File: config.mk
export PLATFORM = sky130hd
export DESIGN_NAME = result_display
export DESIGN_NICKNAME = d
export VERILOG_FILES = /design/src/rtl/calc_pkg.sv /design/src/rtl/seg7_decode.sv /design/src/rtl/result_display.sv
export SDC_FILE = /design/constraint.sdc
export NUM_CORES = 1
export LEC_CHECK = 0
export CAP_MARGIN = 40
export CORE_MARGIN = 8
export CORE_UTILIZATION = 48
export DETAILED_ROUTE_END_ITERATION = 12
export HOLD_SLACK_MARGIN = 0.08
export PLACE_DENSITY_LB_ADDON = 0.05
export SYNTH_ARGS = -nofsm -noshare
export SYNTH_HDL_FRONTEND = slang
export SYNTH_SLANG_ARGS = --single-unit
File: constraint.sdc
create_clock -name clk -period 4.15 [get_ports clk]
set_input_delay 1.0375 -clock clk [delete_from_list [all_inputs] [get_ports clk]]
set_output_delay 1.0375 -clock clk [all_outputs]
set_load 0.01 [all_outputs]
File: src/rtl/calc_pkg.sv
// Shared calculator definitions: digit codes for the display back end,
// active-low 7-segment patterns ({g,f,e,d,c,b,a}) and datapath defaults.
package calc_pkg;

    localparam int DATA_W_DEF  = 11;
    localparam int MAX_MAG_DEF = 999;

    // Non-numeric digit codes stored in the display registers
    localparam logic [3:0] DIG_BLANK = 4'hA;
    localparam logic [3:0] DIG_MINUS = 4'hB;
    localparam logic [3:0] DIG_E     = 4'hC;
    localparam logic [3:0] DIG_R     = 4'hD;

    // Active-low segment patterns, bit order {g,f,e,d,c,b,a}
    localparam logic [6:0] SEG_0     = 7'h40;
    localparam logic [6:0] SEG_1     = 7'h79;
    localparam logic [6:0] SEG_2     = 7'h24;
    localparam logic [6:0] SEG_3     = 7'h30;
    localparam logic [6:0] SEG_4     = 7'h19;
    localparam logic [6:0] SEG_5     = 7'h12;
    localparam logic [6:0] SEG_6     = 7'h02;
    localparam logic [6:0] SEG_7     = 7'h78;
    localparam logic [6:0] SEG_8     = 7'h00;
    localparam logic [6:0] SEG_9     = 7'h10;
    localparam logic [6:0] SEG_BLANK = 7'h7F;
    localparam logic [6:0] SEG_MINUS = 7'h3F;
    localparam logic [6:0] SEG_E     = 7'h06;
    localparam logic [6:0] SEG_R     = 7'h2F;

    typedef enum logic [1:0] {
        ST_IDLE   = 2'd0,
        ST_LOAD   = 2'd1,
        ST_SHIFT  = 2'd2,
        ST_UPDATE = 2'd3
    } disp_state_t;

endpackage

File: src/rtl/seg7_decode.sv
// Combinational digit-code to active-low 7-segment decoder.
// Codes 0-9 are numerals; BLANK/MINUS/E/r come from calc_pkg; 4'hE/4'hF are dark.
module seg7_decode
    import calc_pkg::*;
(
    input  logic [3:0] i_code,
    output logic [6:0] o_seg
);

    // Map one stored digit code to its segment pattern
    always_comb begin
        o_seg = SEG_BLANK;
        case (i_code)
            4'h0:      o_seg = SEG_0;
            4'h1:      o_seg = SEG_1;
            4'h2:      o_seg = SEG_2;
            4'h3:      o_seg = SEG_3;
            4'h4:      o_seg = SEG_4;
            4'h5:      o_seg = SEG_5;
            4'h6:      o_seg = SEG_6;
            4'h7:      o_seg = SEG_7;
            4'h8:      o_seg = SEG_8;
            4'h9:      o_seg = SEG_9;
            DIG_MINUS: o_seg = SEG_MINUS;
            DIG_E:     o_seg = SEG_E;
            DIG_R:     o_seg = SEG_R;
            default:   o_seg = SEG_BLANK;
        endcase
    end

endmodule

File: src/rtl/result_display.sv
// Calculator result back end: signed result -> sign + 3 BCD digits (double-dabble,
// one bit per cycle), shown on a 4-digit multiplexed active-low 7-segment display.
// Magnitudes above MAX_MAG or an upstream overflow show "Err".
// Optional build macro LEADING_ZERO_BLANK_EN blanks leading zero hundreds/tens digits.
module result_display
    import calc_pkg::*;
#(
    parameter int DATA_W      = DATA_W_DEF,
    parameter int MAX_MAG     = MAX_MAG_DEF,
    parameter int REFRESH_DIV = 50000
) (
    input  logic              clk,
    input  logic              rst,
    input  logic              start,
    input  logic [DATA_W-1:0] value,
    input  logic              ovf_in,
    output logic              busy,
    output logic              done,
    output logic              err,
    output logic [3:0]        an,
    output logic [6:0]        seg
);

    localparam int CNT_W = (REFRESH_DIV > 1) ? $clog2(REFRESH_DIV) : 1;

    disp_state_t              r_state;
    logic signed [DATA_W-1:0] r_value;
    logic                     r_ovf;
    logic                     r_neg;
    logic                     r_zero;
    logic                     r_bad;
    logic [DATA_W-1:0]        r_mag;
    logic [11:0]              r_bcd;
    logic [4:0]               r_step;
    logic [15:0]              r_disp;
    logic                     r_busy;
    logic                     r_done;
    logic                     r_err;
    logic [CNT_W-1:0]         r_cnt;
    logic [1:0]               r_idx;

    logic [DATA_W-1:0]        w_mag;
    logic                     w_too_big;
    logic [11:0]              w_bcd_adj;
    logic [15:0]              w_disp_next;
    logic [3:0]               w_code;

    // Double-dabble correction: add 3 to every BCD nibble that is 5 or more
    function automatic logic [11:0] dabble_adj(input logic [11:0] b);
        logic [11:0] r;
        r = b;
        for (int n = 0; n < 3; n++) begin
            if (b[n*4 +: 4] >= 4'd5)
                r[n*4 +: 4] = b[n*4 +: 4] + 4'd3;
        end
        return r;
    endfunction

    // -1024 negates to itself, which read unsigned is the correct magnitude 1024
    assign w_mag     = r_value[DATA_W-1] ? $unsigned(-r_value) : $unsigned(r_value);
    assign w_too_big = ({{(32-DATA_W){1'b0}}, w_mag} > 32'(MAX_MAG));
    assign w_bcd_adj = dabble_adj(r_bcd);

    // Assemble the four digit codes the UPDATE state will commit
    always_comb begin
        w_disp_next = {DIG_BLANK, DIG_E, DIG_R, DIG_R};
        if (!r_bad) begin
            w_disp_next[15:12] = (r_neg && !r_zero) ? DIG_MINUS : DIG_BLANK;
            w_disp_next[11:0]  = r_bcd;
`ifdef LEADING_ZERO_BLANK_EN
            if (r_bcd[11:8] == 4'd0) begin
                w_disp_next[11:8] = DIG_BLANK;
                if (r_bcd[7:4] == 4'd0)
                    w_disp_next[7:4] = DIG_BLANK;
            end
`endif
        end
    end

    // Conversion FSM; display registers change only in UPDATE so they are never half-written
    always_ff @(posedge clk) begin
        if (rst) begin
            r_state <= ST_IDLE;
            r_busy  <= 1'b0;
            r_done  <= 1'b0;
            r_err   <= 1'b0;
            r_disp  <= {4{DIG_BLANK}};
        end else begin
            r_done <= 1'b0;
            case (r_state)
                ST_IDLE: begin
                    if (start) begin
                        r_value <= value;
                        r_ovf   <= ovf_in;
                        r_state <= ST_LOAD;
                    end
                end
                ST_LOAD: begin
                    r_neg   <= r_value[DATA_W-1];
                    r_mag   <= w_mag;
                    r_zero  <= (w_mag == '0);
                    r_bad   <= r_ovf | w_too_big;
                    r_bcd   <= '0;
                    r_step  <= '0;
                    r_busy  <= 1'b1;
                    r_state <= ST_SHIFT;
                end
                ST_SHIFT: begin
                    r_bcd  <= {w_bcd_adj[10:0], r_mag[DATA_W-1]};
                    r_mag  <= r_mag << 1;
                    r_step <= r_step + 5'd1;
                    if (r_step == 5'(DATA_W-1))
                        r_state <= ST_UPDATE;
                end
                ST_UPDATE: begin
                    r_disp  <= w_disp_next;
                    r_done  <= 1'b1;
                    r_err   <= r_bad;
                    r_busy  <= 1'b0;
                    r_state <= ST_IDLE;
                end
                default: r_state <= ST_IDLE;
            endcase
        end
    end

    // Free-running refresh divider; each wrap moves the scan to the next digit
    always_ff @(posedge clk) begin
        if (rst) begin
            r_cnt <= '0;
            r_idx <= 2'd0;
        end else if (r_cnt == CNT_W'(REFRESH_DIV-1)) begin
            r_cnt <= '0;
            r_idx <= r_idx + 2'd1;
        end else begin
            r_cnt <= r_cnt + 1'b1;
        end
    end

    assign w_code = r_disp[{r_idx, 2'b00} +: 4];

    seg7_decode u_dec (
        .i_code (w_code),
        .o_seg  (seg)
    );

    assign an   = ~(4'b0001 << r_idx);
    assign busy = r_busy;
    assign done = r_done;
    assign err  = r_err;

endmodule

# Word-level counts from Yosys, hierarchy flattened
# Memory sizes are Yosys's and may differ from the RTL's.
# Cells that the tools add are included.
dict set report totals {
  elab_cells 64
  output_inout_bits 14
  reg_bits 82
  mem_bits_ro 112
  input_bits 15
  memories 1
}
dict set report op_classes {
  bitwise_logic 3
  n_reduce_logical 11
  n_shift 2
  eq_ne 7
  addsub 7
  n_lt_le_gt_ge 4
  muxes 14
}
# name words width rd rd_clocked_by_memory_dff write_ports line
set mem_list {}
lappend mem_list {{(no name shown)} 16 7 1 0 0 seg7_decode.sv:13} ;# case (i_code)
# op count
set ops {}
lappend ops {{$pmux W12 S2} 1}
lappend ops {{$pmux W11 S2} 1}
lappend ops {{$add A16 B1 Y16 const B} 1}
lappend ops {{$eq A16 B16 Y1 const B} 1}
lappend ops {{$shiftx A16 B5 Y4} 1}
lappend ops {{$mux W13} 1}
lappend ops {{$ge A4 B3 Y1 const B} 3}
lappend ops {{$gt A11 B10 Y1 const B} 1}
lappend ops {{$logic_not A11 Y1} 1}
lappend ops {{$mux W11} 1}
lappend ops {{$neg A11 Y11} 1}
lappend ops {{$pmux W5 S2} 1}
lappend ops {{$add A4 B2 Y4 const B} 2}
lappend ops {{$mux W4} 2}
lappend ops {{$pmux W2 S4} 1}
lappend ops {{$reduce_and A2 Y1} 3}
lappend ops {{$add A5 B1 Y5 const B} 1}
lappend ops {{$eq A5 B4 Y1 const B} 1}
lappend ops {{$eq A2 B2 Y1 const B} 2}
lappend ops {{$mux W2} 2}
lappend ops {{$ne A2 B2 Y1 const B} 2}
lappend ops {{$not A4 Y4} 1}
lappend ops {{$reduce_bool A2 Y1} 2}
lappend ops {{$shl A1 B2 Y4 const A} 1}
lappend ops {{other kinds (13)} 14}

# Longest topological paths before layout
dict set report logic_depth {
  depth_word 4
  mapped_depth 8
  depth_no_buf 7
}

# Hierarchy
# A second synthesis with hierarchy kept.
dict set report unflattened {
  hier_cells 408
  hier_area_um2 4085.2
}
# module area_each_um2 n_inst cells_each
set modules_own_cells {}
lappend modules_own_cells {result_display 3822.4 1 370}
lappend modules_own_cells {seg7_decode 262.8 1 38}

# Worst setup path after synthesis
# OpenSTA, ideal clock, no wires.
dict set report synth_timing {
  kind {register -> output}
  from {register r_idx[0]}
  to {output port seg[1]}
  stages_incl_launch_ff 7
  slack_ns 1.359
  n_path_buf 1
  required_time_ns 3.113
  t_arrival_ns 1.754
  path_cell_list {dfxtp_1 > buf_6 > mux4_2 > inv_1 > ha_1 > nand2b_1 > a21oi_1}
}
dict set report synth_via {
  elab_chain_len 2
}
# element line
set synth_rtl {}
lappend synth_rtl {{start, declared} result_display.sv:40} ;# logic [1:0] r_idx;
lappend synth_rtl {{start signal, assigned} result_display.sv:134} ;# r_idx <= r_idx + 2'd1;
lappend synth_rtl {{$shiftx A16 B5 Y4} result_display.sv:140} ;# assign w_code = r_disp[{r_idx, 2'b00} +: 4];
lappend synth_rtl {{$mem_v2 Z16 W7} -}
lappend synth_rtl {{end, declared} result_display.sv:21} ;# output logic [6:0] seg
# Every way passes these cells.

# Final worst setup path
# Ends and elaborated chain as after synthesis.

==> flow_metrics.tcl <==
set metrics [dict create \
    async_flop_share_pct 0 \
    max_slew.worst_pin.slew_ns 0.719 \
    max_cap_viol_count 0 \
    holdBufCountCts 0 \
    clock_sinks 79 \
    grt_max_degree 24 \
    slew_violations 0 \
    routed_wl_um 7320 \
    nets 468 \
    worstPathMaxFanout 10 \
    initial_core_util_pct 48.5 \
    vias_per_cell 5.15 \
    final_cells 542 \
    fillers 779 \
    cts_buffers 9 \
    cp.arrival_ns 2.79 \
    cts_max_level 3 \
    antenna_left 0 \
    core-area_mm2 0.00851 \
    outcome "complete, no violations" \
    synth-seq-cells 79 \
    cp-start-kind "flip-flop" \
    avgRoutedWirePerCell_um 13.5 \
    postCtsSetupBuffers 0 \
    fin_ws_ns 0.319 \
    fin_setup_tns_ns 0 \
    p_sw_share_pct 29.7 \
    dp_slack_ns 0.691 \
    p_leak_uw 0.00176 \
    drtIter0Drc 88 \
    fp-row-count 34 \
    end_kind "primary output" \
    syn_area_mm2 0.00412 \
    clockBufferDepth 2 \
    max-vdd-ir-drop_mv 0.198 \
    clockPowerShare_pct 27.7 \
    relSlewSlack_pct 52.0 \
    track_usage_pct 13.3 \
    syn_to_final_growth_pct 14.5 \
    p_per_area_mw_per_mm2 519 \
    die_height_um 109 \
    synth_seq_area_share_pct 48.8 \
    hold_path_class "reg2reg" \
    ctsResizeCount 0 \
    die_area_mm2 0.0118 \
    port_buffers 28 \
    n_antenna_cell 0 \
    antenna_found_initial 0 \
    synth_edf_count 43 \
    synth.top_cell.area_share_pct 31.3 \
    critical_path_required_ns 3.11 \
    clkTransAtPathRegs_ns 0.07 \
    gp_congestion 0.794 \
    timing.fmax_mhz 261 \
    clk_latency_ns 0.34 \
    power.internal_uw 1720 \
    rsz0062_at_grt "no" \
    crit_type "reg2out" \
    p_seq_share_pct 45.9 \
    pwr-share-comb_pct 26.4 \
    grt_pass1_wl_um 12600 \
    finalCritPeriodShare_pct 92.3 \
    drc 0 \
    hold_viol 0 \
    cts_tree "yes" \
    dp_cells 526 \
    ys_top_cells_by_area "edfxtp_1, dfxtp_1, ha_1, nor2_1, xnor2_1" \
    io_pins 29 \
    ys.flop_type "edfxtp_1" \
    grt-ovfl-total 0 \
    vias 2791 \
    power_uw 2450 \
    avgSynthCellArea_um2 10.2 \
    cts_root_buf "clkbuf_8" \
    switching_power_uw 727 \
    synth.distinct_cells 55 \
    grt_pass1_vias 2747 \
    die_width_um 109 \
    synthCells 403 \
    dr.pass1.iters 4 \
    setup_viol 0 \
    yosysWarningCount 0 \
    finalCriticalPeriod_ns 3.83 \
    synth_top_area_cell "edfxtp_1" \
    drive_gt1_share_pct 8.06 \
    clock_skew_ns 0.00939 \
    syn_nets 442 \
    post-dp-hpwl_um 5410 \
]
[synthesized netlist by cell type, drive strengths merged (2+ instances only)]
cell    instances
a21boi          5
a21oi          16
a31oi           2
a32oi           2
and2            9
and3            2
buf            10
clkbuf          8
dfxtp          36
edfxtp         43
ha             24
inv            25
mux2           10
mux2i           7
nand2          27
nand2b         12
nand3          13
nand4           2
nand4b          2
nor2           50
nor2b           6
nor3            6
nor3b           5
nor4            4
nor4b           2
o211a           2
o21ai          16
o22ai          12
or2             2
xnor2          16
xor2           15
[cell type report]
class	instances	area (µm²)	share of cell area, %
Clock buffer	11	131	2.78
Tap cell	108	135	2.86
Timing Repair Buffer	33	318	6.73
Sequential cell	79	2010	42.6
Inverter	26	97.6	2.07
Clock inverter	5	106	2.25
Multi-Input combinational cell	280	1920	40.7
[cell families after synthesis]
logic type / after synthesis / synth area share (%)
and+or+nand+nor: 144 / 17.9
DFF: 79 / 48.8
AOI/OAI and AO/OA: 63 / 9.68
buffers and inverters: 44 / 4.67
xor gates and xnor gates: 31 / 6.59
adders and majority gates: 24 / 7.28
muxes: 18 / 5.07
[path summary, 6_finish.rpt]
| check | endpoint | slack (ns) | depth (start not counted) | start |
|---|---|---|---|---|
| worst max-delay path | seg[1] | 0.32 | 6 | r_idx[0] |
| worst min-delay path | r_cnt[0] | 0.46 | 1 | r_cnt[0] |
| worst min register to register | r_cnt[0] | 0.46 | 1 | r_cnt[0] |
| worst max register to register | r_bad | 1.89 | 7 | r_value[1] |
[layout by cell type (no fill, tap or decap), types with 3 or more instances in the layout]
cell type        netlist  final
edfxtp_1              43     43
nor3_1                 5      5
mux2_1                 3      3
nor2_1                50     50
a21boi_0               4      4
nand3_1               13     13
inv_1                 25     25
nor2b_1                6      5
dfxtp_1               36     36
mux2_2                 6      6
o22ai_1               11     11
a21oi_1               15     15
and2_1                 9      9
o21ai_0               11     11
clkdlybuf4s50_1        0     28
ha_1                  24     24
o21ai_1                5      5
nand2_1               27     27
bufinv_16              0      3
nor3b_1                5      5
mux2i_1                7      7
buf_4                  1      5
xnor2_1               16     16
nand2b_1              12     12
clkbuf_8               0      9
xor2_1                15     15
[flip-flops by register name (all words and copies together) (netlist names), 2 cells and up]
register  count
r_cnt        16
r_step        5
r_mag        11
r_bcd        12
r_value      11
r_idx         2
r_state       2
r_disp       13
[per-stage QoR]
step / cell area, µm² / hold slack, ns / util (%)
2_1_floorplan: 4120 / 0.430 / -
3_3_place_gp: 4480 / 0.444 / 52.6
3_5_place_dp: 4480 / 0.448 / 52.7
4_1_cts: 4720 / 0.467 / 55.5
5_1_grt: 4720 / 0.503 / 55.5
6_report: 4720 / 0.460 / 55.5
[layer usage]
metal / vias to the layer above / routed length, µm / track usage, %
li1: 1444 / - / -
met1: 1288 / 3550 / 16.4
met2: 51 / 3340 / 21.4
met3: 8 / 337 / 3.55
met4: 0 / 93 / 6.06
met5: - / 0 / 0
[power groups by stage]
stage                     logic (µW)  registers [µW]  clock network (µW)
after floorplan                  481            1110                   0
after global placement           637            1140                   0
after detailed placement         659            1140                   0
after CTS                        661            1130                 694
after global routing             738            1150                 726
final                            647            1120                 677
[worst max-delay path, stage by stage, from the launching register on]
cell,delay [ns]
dfxtp_1,0.58
mux4_2,0.61
inv_1,0.15
ha_1,0.25
nand2b_1,0.16
a21oi_1,0.15
clkdlybuf4s50_1,0.55
(Power assumes the default switching activity.)
